`config.mk`:
```
export PLATFORM = sky130hd
export DESIGN_NAME = instr_encoder_loader
export DESIGN_NICKNAME = d
export VERILOG_FILES = /design/src/rtl/instr_encoder_loader.sv
export SDC_FILE = /design/constraint.sdc
export NUM_CORES = 1
export LEC_CHECK = 0
export CORE_MARGIN = 5
export CORE_UTILIZATION = 45
export CTS_CLUSTER_DIAMETER = 200
export DETAILED_ROUTE_END_ITERATION = 8
export PLACE_DENSITY = 0.8
export SYNTH_ARGS = -nofsm -noshare
export SYNTH_HDL_FRONTEND = slang
export SYNTH_SLANG_ARGS = --single-unit
```
`constraint.sdc`:
```
create_clock -name clk -period 3.1 [get_ports clk]
set_clock_uncertainty 0.1 [all_clocks]
set_input_delay 0.31 -clock clk [delete_from_list [all_inputs] [get_ports clk]]
set_output_delay 0.31 -clock clk [all_outputs]
set_load 0.01 [all_outputs]
```
`src/rtl/instr_encoder_loader.sv`:
```
// instr_encoder_loader: encodes one-hot op/register fields into instruction words and streams them into memory
module instr_encoder_loader #(
  parameter int ADDR_W = 8
) (
  input  logic              clk,
  input  logic              reset,
  input  logic              start,
  input  logic [ADDR_W-1:0] base_addr,
  input  logic [ADDR_W:0]   count,
  input  logic              in_valid,
  output logic              in_ready,
  input  logic [15:0]       op_sel,
  input  logic [3:0]        in_rd,
  input  logic [3:0]        in_rs1,
  input  logic [3:0]        in_rs2,
  input  logic              in_imm_en,
  input  logic [18:0]       in_imm,
  output logic              mem_we,
  output logic [ADDR_W-1:0] mem_addr,
  output logic [31:0]       mem_wdata,
  input  logic              mem_busy,
  output logic              busy,
  output logic              done,
  output logic              err_onehot,
  output logic              err_wrap,
  output logic [ADDR_W:0]   wr_count
);
  typedef enum logic [1:0] {IDLE, LOAD, FLUSH, DONE} state_t;
  state_t state, state_n;
  logic [ADDR_W-1:0] addr;
  logic [ADDR_W:0] remaining;
  logic [3:0] opcode;
  logic [31:0] word;
  logic onehot, xfer, good, wr_done, start_ok;
  assign wr_done  = mem_we && !mem_busy;
  assign in_ready = (state == LOAD) && (remaining != '0) && !(mem_we && mem_busy);
  assign xfer     = in_valid && in_ready;
  assign onehot   = (op_sel != '0) && ((op_sel & (op_sel - 16'd1)) == '0);
  assign good     = xfer && onehot;
  assign start_ok = (state == IDLE) && start;
  assign busy     = state != IDLE;
  assign done     = state == DONE;
  always_comb begin
    opcode = '0;
    for (int i = 0; i < 16; i++)
      if (op_sel[i]) opcode = 4'(i);
  end
  assign word = {opcode, in_imm_en, in_rd, in_rs1, in_imm_en ? in_imm : {in_rs2, 15'b0}};
  always_comb begin
    state_n = state == IDLE  ? (start ? (count == '0 ? DONE : LOAD) : IDLE) :
              state == LOAD  ? (good && remaining == (ADDR_W+1)'(1) ? FLUSH : LOAD) :
              state == FLUSH ? (wr_done ? DONE : FLUSH) : IDLE;
  end
  always_ff @(posedge clk or posedge reset) begin
    if (reset) state <= IDLE;
    else state <= state_n;
  end
  always_ff @(posedge clk or posedge reset) begin
    if (reset) begin
      addr       <= '0;
      remaining  <= '0;
      wr_count   <= '0;
      err_onehot <= 1'b0;
      err_wrap   <= 1'b0;
      mem_we     <= 1'b0;
      mem_addr   <= '0;
      mem_wdata  <= '0;
    end else begin
      if (start_ok) begin
        addr       <= base_addr;
        remaining  <= count;
        wr_count   <= '0;
        err_onehot <= 1'b0;
        err_wrap   <= 1'b0;
      end else begin
        if (wr_done) wr_count <= wr_count + (ADDR_W+1)'(1);
        if (xfer && !onehot) err_onehot <= 1'b1;
        if (good) begin
          remaining <= remaining - (ADDR_W+1)'(1);
          addr      <= addr + ADDR_W'(1);
          if (&addr) err_wrap <= 1'b1;
        end
      end
      // a completing write and a new transfer in the same cycle reload back-to-back
      if (good) begin
        mem_we    <= 1'b1;
        mem_addr  <= addr;
        mem_wdata <= word;
      end else if (wr_done) mem_we <= 1'b0;
    end
  end
endmodule

```
==> metrics, run 1 <==
Final ANT Viol Nets 0; detailed-route via count 3,309; wire per inst 15.3 um; area grow syn2layout 46.9%; Post-DP Area 5060 um2; Num CTS Buffers 9; Sequential cell area 1780 um2; initial antenna violation count 0; drt total wl 9440 um; # diodes 0; clk buf depth 2; Setup-failing EPs final 0; Synth Cell Area 3590 um2; DR iter-0 viols 217; CTS sink cnt 71; pin count of the biggest net entering global routing 48; Crit Path Class reg -> out; Reg clk slew, reported paths 0.08 ns; clk_lat worst skew 0.34 ns; CP Data Required Time 2.69 ns; IO Port Bufs 124; Max transition margin 0.497; vias per inst 5.38; Initial Util 0.462; vias in the first global route 3,344; chip height 99.3 um; Yosys cell types 58; Layout Utilization 0.679; Post-CTS Resized 0; fill count 623; Overflow after GRT 0; critical path data arrival time 2.46 ns; CTS tree done; period utilization 0.926; Placement Rows 32; unrepaired setup endpoints after global routing no; Min-Delay Path Class in -> async; Post-synth EDFFs 0; multi-input combinational cell area 1700 um2; DP Worst Slack -0.0335 ns; postcts setup bufs 0; outcome finished clean; H-tree levels 3; Die X 99.3 um; core region area 7770 um2; CP max stage delay 0.51 ns; maximum clock rate 348 MHz; Leak Pwr 2.50 nW; Min Clock Period, post-route 2.87 ns; CTS Root Cell clkbuf_8; Critical Path Slowest Stage Cell or3b_2; Die Area 9860 um2; Post-CTS Hold Fix Bufs 0; Critical Path Sink Type primary output; Max Cap Violations 0; actual slew at the worst max-slew pin 0.754 ns; Final WS setup 0.228 ns; Finished Cell Area 5270 um2; Fin. Hold Viols 0; Global Route Usage Sum 0.196; cells along the critical path inv_1, ha_1, or3b_2, nor3_1, buf_4, nor2_1, clkdlybuf4s50_1; Max FO, Critical Path 5; first-pass GRT wire length 15,700 um; HPWL Detailed 7190 um; nets@finish 583; RD Place Congestion 0.906; Top FF cell, synth dfrtp_1; Mapped Cells 372; syn_nets 446; post-synthesis sequential area ratio 0.495; count of warnings emitted by yosys 0; Worst VDD drop 256 uV; CP bufs+invs 3; crit-path leading delay family simple AND/OR/NAND/NOR gates; DRC errors left 0; FFs w/ async S/R, synth 1.00; register bit total from synthesis 71; pwr dens 359 nW/um2; Top Ports 125; max-slew violations 0; TritonRoute pass-1 iters 5; synthesized area per cell 9.65 um2; crit path launch type flop; fraction of layout cells with a size suffix above 1 0.0955
cell usage in the layout (no fill, tap or decap), types with 6 or more instances in the layout:
master,netlist,layout
dfrtp_1,71,71
clkbuf_8,0,9
a21o_1,20,20
a21oi_1,14,14
nor3_1,9,9
o21ai_0,9,9
nor2_1,48,48
mux2i_1,6,6
clkdlybuf4s50_1,0,124
xor2_1,6,6
nand3_1,9,9
inv_1,14,13
or3_1,7,7
nand2_1,41,41
buf_4,1,17
o21ai_1,6,6
mux2_1,13,13
a31oi_1,7,7
logic make-up (layout without fill, tap and decap cells):
family | Yosys count | count (layout) | share of synthesized area
buf+inv | 31 | 172 | 0.0345
mux | 24 | 24 | 0.0732
fa+ha+maj | 5 | 5 | 0.0167
flops | 71 | 71 | 0.495
simple gates | 149 | 149 | 0.201
compound gates | 85 | 85 | 0.162
xor+xnor | 7 | 7 | 0.0171
state kept, by name, summed over array words and instances, names as in the netlist:
register / count
mem_wdata: 32
remaining: 9
wr_count: 9
addr: 8
mem_addr: 8
state: 2
err_onehot: 1
err_wrap: 1
mem_we: 1
area by class of cell:
cell class                 count  share of cell area
multi-input combinational    270               0.322
inverter                      14             0.00996
tap                          102              0.0242
sequential                    71               0.337
clock buffer                   9              0.0235
clock inverter                 6              0.0164
timing repair buffer         143               0.267
synthesized netlist by cell type (6+ instances only):
| cell | instances | share of area |
|---|---|---|
| a21oi_1 | 14 | 0.020 |
| dfrtp_1 | 71 | 0.49 |
| inv_1 | 14 | 0.015 |
| xor2_1 | 6 | 0.015 |
| or3_1 | 7 | 0.012 |
| a31oi_1 | 7 | 0.012 |
| nand3_1 | 9 | 0.013 |
| nor2_1 | 48 | 0.050 |
| nor3_1 | 9 | 0.013 |
| o21ai_1 | 6 | 0.0084 |
| clkbuf_1 | 12 | 0.013 |
| a21o_1 | 20 | 0.042 |
| o21ai_0 | 9 | 0.013 |
| mux2_1 | 13 | 0.041 |
| nand2_1 | 41 | 0.043 |
| mux2i_1 | 6 | 0.017 |
layer usage:
layer	vias to the layer above	wire length, um	global-route usage
li1	1602	-	-
met2	120	4530	0.319
met4	0	106	0.0609
met3	8	685	0.0582
met1	1579	4120	0.251
met5	-	0	0
power by group:
group	total, mW	switching (mW)	internal [mW]
logic	0.178	0.0720	0.106
clock network	0.779	0.333	0.447
registers	0.934	0.00438	0.930
through the flow:
stage | power [mW] | TNS (ns) | hold slack, ns | instances
final | 1.89 | 0 | 0.288 | 615
after global routing | 1.97 | 0 | 0.346 | 615
after CTS | 1.91 | 0 | 0.290 | 615
after detailed placement | 1.13 | -0.0554 | 0.364 | 600
after global placement | 1.13 | 0 | 0.359 | 600
after floorplan | 1.00 | 0 | 0.332 | 372
worst paths after layout:
kind | startpoint | endpoint | slack, ns | cells after the start
setup / recovery | remaining[0]$_DFFE_PP0P_ | in_ready | 0.23 | 7
setup reg to reg | remaining[0]$_DFFE_PP0P_ | mem_wdata[21]$_DFFE_PP0P_ | 0.40 | 8
max in group asynchronous | reset | remaining[2]$_DFFE_PP0P_ | 1.96 | 3
hold / removal | reset | mem_wdata[24]$_DFFE_PP0P_ | 0.29 | 2
min in group clk | mem_wdata[7]$_DFFE_PP0P_ | mem_wdata[7]$_DFFE_PP0P_ | 0.38 | 1
hold reg to reg | mem_wdata[7]$_DFFE_PP0P_ | mem_wdata[7]$_DFFE_PP0P_ | 0.38 | 1
No activity file was read; power rests on OpenSTA's default activity.
==> run 2, diff against run 1 <==
Settings changed: CAP_MARGIN set to 20.
==> results of run 2 <==
Same layout as run 1: the final DEF is identical, and so are final timing and power.
